===== config.mk =====
export PLATFORM = sky130hd
export DESIGN_NAME = rob_multiport_flat
export DESIGN_NICKNAME = d
export VERILOG_FILES = /design/src/rtl/rob_multiport_if.sv /design/src/rtl/rob_multiport.sv /design/src/flat_wrapper.sv
export SDC_FILE = /design/constraint.sdc
export NUM_CORES = 2
export LEC_CHECK = 0
export ABC_AREA = 0
export BUFFER_PORTS_ARGS = -buffer_cell sky130_fd_sc_hd__buf_2
export CAP_MARGIN = 10
export CORE_UTILIZATION = 40
export CTS_CLUSTER_DIAMETER = 30
export CTS_CLUSTER_SIZE = 30
export DETAILED_ROUTE_END_ITERATION = 10
export GPL_TIMING_DRIVEN = 1
export PLACE_DENSITY_LB_ADDON = 0.05
export RECOVER_POWER = 50
export REMOVE_ABC_BUFFERS = 1
export SKIP_LAST_GASP = 1
export SLEW_MARGIN = 20
export SYNTH_ARGS = -nofsm -noshare
export SYNTH_HDL_FRONTEND = slang
export SYNTH_SLANG_ARGS = --single-unit

===== constraint.sdc =====
create_clock -name Sys_clk -period 13.64 [get_ports Sys_clk]
set_input_delay 1.364 -clock Sys_clk [delete_from_list [all_inputs] [get_ports Sys_clk]]
set_output_delay 1.364 -clock Sys_clk [all_outputs]
set_load 0.05 [all_outputs]

===== src/rtl/rob_multiport_if.sv =====
// Bundle of dispatch, operand-query, CDB writeback and commit-side signals of the reorder buffer.
// The master side is the pipeline surroundings; the slave side is the ROB itself.
interface rob_multiport_if #(
  parameter int ROB_WIDTH  = 4,
  parameter int CDB_PORTS  = 2,
  parameter int REG_WIDTH  = 5,
  parameter int ADDR_WIDTH = 32
);
  logic                         dp_en;
  logic [1:0]                   dp_type;
  logic [REG_WIDTH-1:0]         dp_rd;
  logic [ADDR_WIDTH-1:0]        dp_pc;
  logic                         dp_pred_taken;
  logic                         rob_full;
  logic [ROB_WIDTH-1:0]         dp_index;

  logic [ROB_WIDTH:0]           qj_index;
  logic [ROB_WIDTH:0]           qk_index;
  logic                         qj_ready;
  logic                         qk_ready;
  logic [31:0]                  vj;
  logic [31:0]                  vk;

  logic [CDB_PORTS-1:0]         cdb_en;
  logic [CDB_PORTS*ROB_WIDTH-1:0]  cdb_index;
  logic [CDB_PORTS*32-1:0]         cdb_value;
  logic [CDB_PORTS*ADDR_WIDTH-1:0] cdb_next_pc;

  logic                         rf_en;
  logic [REG_WIDTH-1:0]         rf_rd;
  logic [ROB_WIDTH-1:0]         rf_index;
  logic [31:0]                  rf_value;
  logic                         st_commit_en;
  logic [ROB_WIDTH-1:0]         st_index;
  logic                         flush;
  logic [ADDR_WIDTH-1:0]        flush_pc;

  modport master (
    output dp_en, dp_type, dp_rd, dp_pc, dp_pred_taken,
    output qj_index, qk_index,
    output cdb_en, cdb_index, cdb_value, cdb_next_pc,
    input  rob_full, dp_index, qj_ready, qk_ready, vj, vk,
    input  rf_en, rf_rd, rf_index, rf_value, st_commit_en, st_index, flush, flush_pc
  );

  modport slave (
    input  dp_en, dp_type, dp_rd, dp_pc, dp_pred_taken,
    input  qj_index, qk_index,
    input  cdb_en, cdb_index, cdb_value, cdb_next_pc,
    output rob_full, dp_index, qj_ready, qk_ready, vj, vk,
    output rf_en, rf_rd, rf_index, rf_value, st_commit_en, st_index, flush, flush_pc
  );
endinterface


===== src/rtl/rob_multiport.sv =====
// Reorder buffer with multi-port CDB writeback, operand bypass and in-order single commit.
// Commits drive RF writes, store releases and pipeline flush/redirect on mispredict or jalr.
module rob_multiport #(
  parameter int ROB_WIDTH  = 4,
  parameter int ROB_SIZE   = 1 << ROB_WIDTH,
  parameter int CDB_PORTS  = 2,
  parameter int REG_WIDTH  = 5,
  parameter int ADDR_WIDTH = 32
) (
  input  logic           Sys_clk,
  input  logic           Sys_rst,
  input  logic           Sys_rdy,
  rob_multiport_if.slave bus
);

  typedef enum logic [1:0] {
    T_ALU  = 2'd0,
    T_BR   = 2'd1,
    T_ST   = 2'd2,
    T_JALR = 2'd3
  } entry_type_e;

  logic [ROB_SIZE-1:0]   busy;
  logic [ROB_SIZE-1:0]   ready;
  logic [ROB_SIZE-1:0]   pred_q;
  entry_type_e           typ_q     [ROB_SIZE];
  logic [REG_WIDTH-1:0]  rd_q      [ROB_SIZE];
  logic [ADDR_WIDTH-1:0] pc_q      [ROB_SIZE];
  logic [31:0]           value_q   [ROB_SIZE];
  logic [ADDR_WIDTH-1:0] next_pc_q [ROB_SIZE];

  logic [ROB_WIDTH-1:0]  head;
  logic [ROB_WIDTH-1:0]  tail;
  logic [ROB_WIDTH:0]    count;

  logic                  rf_en_q;
  logic [REG_WIDTH-1:0]  rf_rd_q;
  logic [ROB_WIDTH-1:0]  rf_index_q;
  logic [31:0]           rf_value_q;
  logic                  st_commit_en_q;
  logic [ROB_WIDTH-1:0]  st_index_q;
  logic                  flush_q;
  logic [ADDR_WIDTH-1:0] flush_pc_q;

  logic [ROB_WIDTH-1:0]  cdb_idx [CDB_PORTS];
  logic [31:0]           cdb_val [CDB_PORTS];
  logic [ADDR_WIDTH-1:0] cdb_npc [CDB_PORTS];

  for (genvar p = 0; p < CDB_PORTS; p++) begin : g_cdb
    assign cdb_idx[p] = bus.cdb_index[p*ROB_WIDTH +: ROB_WIDTH];
    assign cdb_val[p] = bus.cdb_value[p*32 +: 32];
    assign cdb_npc[p] = bus.cdb_next_pc[p*ADDR_WIDTH +: ADDR_WIDTH];
  end

  logic full;
  logic do_dispatch;
  logic do_commit;
  logic commit_flush;

  assign full        = (count == (ROB_WIDTH+1)'(ROB_SIZE));
  assign do_dispatch = bus.dp_en && !full;
  assign do_commit   = (count != '0) && busy[head] && ready[head];
  assign commit_flush = do_commit &&
                        ((typ_q[head] == T_JALR) ||
                         ((typ_q[head] == T_BR) && (value_q[head][0] != pred_q[head])));

  assign bus.rob_full = full;
  assign bus.dp_index = tail;

  // Operand lookup: stored result first, else same-cycle CDB bypass (highest port wins).
  logic [ROB_WIDTH:0] q_idx  [2];
  logic               op_rdy [2];
  logic [31:0]        op_val [2];

  assign q_idx[0] = bus.qj_index;
  assign q_idx[1] = bus.qk_index;

  always_comb begin
    for (int unsigned o = 0; o < 2; o++) begin
      op_rdy[o] = 1'b0;
      op_val[o] = '0;
      if (q_idx[o][ROB_WIDTH]) begin
        op_rdy[o] = 1'b1;
      end else if (ready[q_idx[o][ROB_WIDTH-1:0]]) begin
        op_rdy[o] = 1'b1;
        op_val[o] = value_q[q_idx[o][ROB_WIDTH-1:0]];
      end else begin
        for (int unsigned p = 0; p < CDB_PORTS; p++) begin
          if (bus.cdb_en[p] && (cdb_idx[p] == q_idx[o][ROB_WIDTH-1:0])) begin
            op_rdy[o] = 1'b1;
            op_val[o] = cdb_val[p];
          end
        end
      end
    end
  end

  assign bus.qj_ready = op_rdy[0];
  assign bus.vj       = op_val[0];
  assign bus.qk_ready = op_rdy[1];
  assign bus.vk       = op_val[1];

  always_ff @(posedge Sys_clk) begin
    if (Sys_rst) begin
      head           <= '0;
      tail           <= '0;
      count          <= '0;
      busy           <= '0;
      ready          <= '0;
      rf_en_q        <= 1'b0;
      rf_rd_q        <= '0;
      rf_index_q     <= '0;
      rf_value_q     <= '0;
      st_commit_en_q <= 1'b0;
      st_index_q     <= '0;
      flush_q        <= 1'b0;
      flush_pc_q     <= '0;
    end else begin
      rf_en_q        <= 1'b0;
      st_commit_en_q <= 1'b0;
      flush_q        <= 1'b0;
      if (Sys_rdy) begin
        if (do_commit) begin
          case (typ_q[head])
            T_ALU, T_JALR: begin
              rf_en_q    <= 1'b1;
              rf_rd_q    <= rd_q[head];
              rf_index_q <= head;
              rf_value_q <= value_q[head];
            end
            T_ST: begin
              st_commit_en_q <= 1'b1;
              st_index_q     <= head;
            end
            default: ;
          endcase
          if (commit_flush) begin
            flush_q    <= 1'b1;
            flush_pc_q <= next_pc_q[head];
          end
        end

        if (commit_flush) begin
          // Redirect squashes everything, including this cycle's dispatch and CDB writes.
          busy  <= '0;
          ready <= '0;
          head  <= '0;
          tail  <= '0;
          count <= '0;
        end else begin
          for (int unsigned p = 0; p < CDB_PORTS; p++) begin
            if (bus.cdb_en[p] && busy[cdb_idx[p]]) begin
              ready[cdb_idx[p]]     <= 1'b1;
              value_q[cdb_idx[p]]   <= cdb_val[p];
              next_pc_q[cdb_idx[p]] <= cdb_npc[p];
            end
          end
          if (do_dispatch) begin
            busy[tail]   <= 1'b1;
            ready[tail]  <= 1'b0;
            typ_q[tail]  <= entry_type_e'(bus.dp_type);
            rd_q[tail]   <= bus.dp_rd;
            pc_q[tail]   <= bus.dp_pc;
            pred_q[tail] <= bus.dp_pred_taken;
            tail         <= tail + 1'b1;
          end
          if (do_commit) begin
            busy[head]  <= 1'b0;
            ready[head] <= 1'b0;
            head        <= head + 1'b1;
          end
          count <= count + {{ROB_WIDTH{1'b0}}, do_dispatch} - {{ROB_WIDTH{1'b0}}, do_commit};
        end
      end
    end
  end

  assign bus.rf_en        = rf_en_q;
  assign bus.rf_rd        = rf_rd_q;
  assign bus.rf_index     = rf_index_q;
  assign bus.rf_value     = rf_value_q;
  assign bus.st_commit_en = st_commit_en_q;
  assign bus.st_index     = st_index_q;
  assign bus.flush        = flush_q;
  assign bus.flush_pc     = flush_pc_q;

endmodule

===== src/flat_wrapper.sv =====
// flat-port wrapper written by rule: the top's interface ports become plain ports
module rob_multiport_flat 
#(
  parameter int ROB_WIDTH  = 4,
  parameter int ROB_SIZE   = 1 << ROB_WIDTH,
  parameter int CDB_PORTS  = 2,
  parameter int REG_WIDTH  = 5,
  parameter int ADDR_WIDTH = 32
)
  (Sys_clk, Sys_rst, Sys_rdy, bus_dp_en, bus_dp_type, bus_dp_rd, bus_dp_pc, bus_dp_pred_taken, bus_qj_index, bus_qk_index, bus_cdb_en, bus_cdb_index, bus_cdb_value, bus_cdb_next_pc, bus_rob_full, bus_dp_index, bus_qj_ready, bus_qk_ready, bus_vj, bus_vk, bus_rf_en, bus_rf_rd, bus_rf_index, bus_rf_value, bus_st_commit_en, bus_st_index, bus_flush, bus_flush_pc);
  rob_multiport_if #(.ROB_WIDTH(ROB_WIDTH), .CDB_PORTS(CDB_PORTS), .REG_WIDTH(REG_WIDTH), .ADDR_WIDTH(ADDR_WIDTH)) bus_i ();
  input  logic Sys_clk;
  input  logic Sys_rst;
  input  logic Sys_rdy;
  input wire logic [$bits(bus_i.dp_en)-1:0] bus_dp_en;
  input wire logic [$bits(bus_i.dp_type)-1:0] bus_dp_type;
  input wire logic [$bits(bus_i.dp_rd)-1:0] bus_dp_rd;
  input wire logic [$bits(bus_i.dp_pc)-1:0] bus_dp_pc;
  input wire logic [$bits(bus_i.dp_pred_taken)-1:0] bus_dp_pred_taken;
  input wire logic [$bits(bus_i.qj_index)-1:0] bus_qj_index;
  input wire logic [$bits(bus_i.qk_index)-1:0] bus_qk_index;
  input wire logic [$bits(bus_i.cdb_en)-1:0] bus_cdb_en;
  input wire logic [$bits(bus_i.cdb_index)-1:0] bus_cdb_index;
  input wire logic [$bits(bus_i.cdb_value)-1:0] bus_cdb_value;
  input wire logic [$bits(bus_i.cdb_next_pc)-1:0] bus_cdb_next_pc;
  output wire logic [$bits(bus_i.rob_full)-1:0] bus_rob_full;
  output wire logic [$bits(bus_i.dp_index)-1:0] bus_dp_index;
  output wire logic [$bits(bus_i.qj_ready)-1:0] bus_qj_ready;
  output wire logic [$bits(bus_i.qk_ready)-1:0] bus_qk_ready;
  output wire logic [$bits(bus_i.vj)-1:0] bus_vj;
  output wire logic [$bits(bus_i.vk)-1:0] bus_vk;
  output wire logic [$bits(bus_i.rf_en)-1:0] bus_rf_en;
  output wire logic [$bits(bus_i.rf_rd)-1:0] bus_rf_rd;
  output wire logic [$bits(bus_i.rf_index)-1:0] bus_rf_index;
  output wire logic [$bits(bus_i.rf_value)-1:0] bus_rf_value;
  output wire logic [$bits(bus_i.st_commit_en)-1:0] bus_st_commit_en;
  output wire logic [$bits(bus_i.st_index)-1:0] bus_st_index;
  output wire logic [$bits(bus_i.flush)-1:0] bus_flush;
  output wire logic [$bits(bus_i.flush_pc)-1:0] bus_flush_pc;
  assign bus_i.dp_en = bus_dp_en;
  assign bus_i.dp_type = bus_dp_type;
  assign bus_i.dp_rd = bus_dp_rd;
  assign bus_i.dp_pc = bus_dp_pc;
  assign bus_i.dp_pred_taken = bus_dp_pred_taken;
  assign bus_i.qj_index = bus_qj_index;
  assign bus_i.qk_index = bus_qk_index;
  assign bus_i.cdb_en = bus_cdb_en;
  assign bus_i.cdb_index = bus_cdb_index;
  assign bus_i.cdb_value = bus_cdb_value;
  assign bus_i.cdb_next_pc = bus_cdb_next_pc;
  assign bus_rob_full = bus_i.rob_full;
  assign bus_dp_index = bus_i.dp_index;
  assign bus_qj_ready = bus_i.qj_ready;
  assign bus_qk_ready = bus_i.qk_ready;
  assign bus_vj = bus_i.vj;
  assign bus_vk = bus_i.vk;
  assign bus_rf_en = bus_i.rf_en;
  assign bus_rf_rd = bus_i.rf_rd;
  assign bus_rf_index = bus_i.rf_index;
  assign bus_rf_value = bus_i.rf_value;
  assign bus_st_commit_en = bus_i.st_commit_en;
  assign bus_st_index = bus_i.st_index;
  assign bus_flush = bus_i.flush;
  assign bus_flush_pc = bus_i.flush_pc;
  rob_multiport #(.ROB_WIDTH(ROB_WIDTH), .ROB_SIZE(ROB_SIZE), .CDB_PORTS(CDB_PORTS), .REG_WIDTH(REG_WIDTH), .ADDR_WIDTH(ADDR_WIDTH)) u_core (.Sys_clk(Sys_clk), .Sys_rst(Sys_rst), .Sys_rdy(Sys_rdy), .bus(bus_i));
endmodule

==> impl_metrics.yaml <==
run_status:
  status: "complete, but fails checks"
  failed_checks: "max-capacitance violations, max-slew violations"
floorplanning:
  rows: 155
  core_area_mm2: 0.179
  dieArea_mm2: 0.182
  die_h_um: 427
  io_pins: 343
  initial_core_util_pct: 40.3
  die_x_um: 427
synthesis:
  synth_fa_ha_area_share_pct: 0.323
  muxShareOfSynthArea_pct: 38.9
  synth_seq_cells: 1281
  netlist_area_mm2: 0.0721
  yosys_most_used_dff: "edfxtp_1"
  yosysWarnings: 0
  synth_xor_area_share_pct: 0.304
  synth.largest_area_cell: "edfxtp_1"
  synthSimpleGateAreaFrac_pct: 2.64
  synth-compound-area-share_pct: 3.07
  synth_cells: 4317
  synth_area_per_cell_um2: 16.7
  synthDominantCellAreaShare_pct: 48.0
  synth_top_family_by_area: "multiplexers"
  synth_seq_area_share_pct: 51.5
  synth.distinct_cells: 59
  synth-edff-count: 1152
  synthTopCellsByArea: "edfxtp_1 48%, mux4_2 22%, mux2_2 12%, dfxtp_1 3.6%, mux2_1 2.8%"
  async_flop_share_pct: 0
timing:
  relSlewSlack_pct: -213
  final_hold_viol_count: 0
  fin_crit_ns: 10.24
  slew_violations: 827
  worst_pin_slew_ns: 4.69
  final.setup_skew_ns: 0.0439
  setup_viol_count_final: 0
  fin_hold_ws_ns: 0.469
  rsz0062_at_grt: "false"
  fin_tns_setup_ns: 0
  fmax_mhz: 97.7
  timing.final.crit_share_pct: 75.0
  finalWorstSetupSlack_ns: 3.40
worst_setup_path:
  reg2reg_to: "u_core.next_pc_q[12][0]"
  cp-start-kind: "flip-flop"
  reg2reg_depth: 9
  path_cells: "inv_1 -> mux4_2 -> o211ai_1 -> a211oi_1 -> a211oi_4 -> clkbuf_1 -> nand3_1 -> buf_4 -> mux2_1"
  worst_path_dominant_cell_family: "buffers and inverters"
  criticalPathCategory: "flip-flop to flip-flop"
  cp_max_fo: 51
  worstReg2RegStart: "u_core.head[1]"
  max_stage_delay_ns: 2.79
  end_kind: "flip-flop"
  slowest_stage: "nand3_1"
  required_ns: 14.32
  r2r_setup_slack_ns: 3.40
  cp.arrival_ns: 10.92
  worst-path-buf-inv: 3
detailed_routing:
  drt_drc_violations_left: 0
  wl_per_cell_um: 37.2
  ant_nets: 0
  via_per_inst: 6.31
  vias: 45800
  drt_wl_total_um: 269000
  drtPass1Iterations: 7
  drtIter0Drc: 4833
clocking:
  cts_tree: "built"
  htreeDepth: 5
  clockRootBuffer: "clkbuf_16"
  postCtsSetupBuffers: 0
  clockBufferDepth: 4
  cts_made_buffers: 370
  cts_resized: 0
  cts.reportedPaths.clkPinSlew_ns: 0.05
  holdBufCountCts: 0
  insertion_delay_ns: 0.96
  clock_sinks: 1281
worst_hold_path:
  min_path_cells: 2
  holdPathEnd: "u_core.bus.flush_pc[29]"
  holdCritStartpoint: "u_core.bus.flush_pc[29]"
  hold_path_class: "flip-flop to flip-flop"
finish:
  drive_above_1_share_pct: 48.5
  fin_cells: 7252
  syn_to_final_growth_pct: 20.7
  fin_nets: 4801
  multi_input_area_mm2: 0.0324
  nFillCells: 15500
  final-seq-area_mm2: 0.0372
power:
  total_power_mw: 13.2
  power_per_cell_area_mw_per_mm2: 152
  power_leakage_nw: 28.6
  peakVddDrop_uv: 105
placed_design:
  place_inst: 6573
  place_hpwl_um: 140000
  numPortBuffers: 310
  pre_cts_ws_ns: 6.03
  routabilityCongestion: 0.769
grt:
  track_usage_pct: 29.6
  grt_antenna_before_repair: 36
  grt_max_degree: 112
  grt_pass1_wl_um: 375000
  overflow: 0
  first_global_vias: 47300
flow_run:
  drv_cap: 37
where the power goes:
| group | leakage, nW | internal [mW] | switching (mW) | total, mW |
|---|---|---|---|---|
| Sequential | 11.4 | 4.29 | 0.00520 | 4.30 |
| Combinational | 11.4 | 0.265 | 0.395 | 0.660 |
| Clock | 5.85 | 5.78 | 2.51 | 8.28 |
state kept, by name, summed over array words and instances (netlist names), named ones only:
register and cells:
u_core.bus.dp_index 4, u_core.bus.flush 1, u_core.bus.flush_pc 32, u_core.bus.rf_en 1
u_core.bus.rf_index 4, u_core.bus.rf_rd 5, u_core.bus.rf_value 32, u_core.bus.st_commit_en 1
u_core.bus.st_index 4, u_core.busy 16, u_core.count 5, u_core.head 4
u_core.next_pc_q 512, u_core.pred_q 16, u_core.rd_q 80, u_core.ready 16
u_core.typ_q 32, u_core.value_q 512
synth_stat cells (17+ instances only):
library cell     n
mux2_4         108
buf_1           55
a211oi_1        76
a21oi_1         54
mux2_1         180
ha_1            17
nand2_1         50
inv_1           21
nand3_1         46
mux2i_1         50
mux2_2         738
buf_2          112
nor2_1         155
o21ai_0         35
nor3_1          22
clkbuf_1       340
dfxtp_1        129
mux4_2         694
edfxtp_1      1152
a22oi_1         70
worst reg2reg max path: stages (launching register included):
cell and delay, ns:
dfxtp_1 2.09, inv_1 0.58, mux4_2 0.63, o211ai_1 0.45, a211oi_1 0.18, a211oi_4 0.26
clkbuf_1 1.09, nand3_1 2.80, buf_4 1.37, mux2_1 0.55
cells in the final DEF, fill, tap and decap left out, types with 21 or more instances in the layout:
master and count:
a211oi_1 75, a21oi_1 53, a22oi_1 70, buf_2 190, buf_4 88, bufinv_16 35, clkbuf_1 204, clkbuf_16 381
clkinv_1 48, clkinv_2 75, clkinvlp_4 25, dfxtp_1 123, edfxtp_1 1152, mux2_1 236, mux2_2 738, mux2_4 52
mux2i_1 50, mux4_2 694, nand2_1 49, nand3_1 58, nor2_1 147, nor3_1 21, o21ai_0 35
cell families (layout without fill, tap and decap cells):
group,after synthesis,after routing
other,0,9
adder cells (fa/ha/maj),18,18
AO/OA/AOI/OAI,316,316
multiplexers,1770,1770
flip-flops,1281,1281
buffers and inverters,543,1114
XOR/XNOR,25,25
AND/OR/NAND/NOR,364,364
worst max-delay path by stage:
| stage | start | endpoint | slack (ns) | cells after the start |
|---|---|---|---|---|
| 2_1_floorplan | u_core.head[0] | u_core.bus.rf_index[0] | 0.99 | 7 |
| 3_3_place_gp | bus_qj_index[0] | bus_vj[24] | 6.10 | 10 |
| 6_report | u_core.head[1] | u_core.next_pc_q[12][0] | 3.40 | 9 |
| 5_1_grt | u_core.head[1] | u_core.bus.rf_value[4] | 2.99 | 8 |
| 3_5_place_dp | bus_qj_index[0] | bus_vj[24] | 6.03 | 10 |
| 4_1_cts | bus_qj_index[0] | bus_vj[24] | 6.03 | 10 |
layer usage:
layer  vias to the layer above  global-route usage [%]  routed length, um
met5                         -                       0                160
met4                        28                    8.73               6830
met2                      1932                    48.4             131000
li1                      18500                       -                  -
met1                     24900                    40.2             114000
met3                       435                    5.17              17800
cell type report:
class | count | area share, %
clock buffers | 471 | 11.6
diodes | 9 | 0.0259
flip-flops and latches | 1281 | 42.7
well taps | 2355 | 3.39
repair buffers | 423 | 2.69
clock inverters | 198 | 2.24
inverters | 22 | 0.0978
multi-input cells | 2493 | 37.3
metrics by stage:
step                      area (um^2)  util, %
after global placement          75700     42.3
after floorplan                 69900        -
after CTS                       87700     49.1
final                           87000     48.7
after global routing            87000     48.7
after detailed placement        75700     42.3
Power figures use the tool's default switching activity.
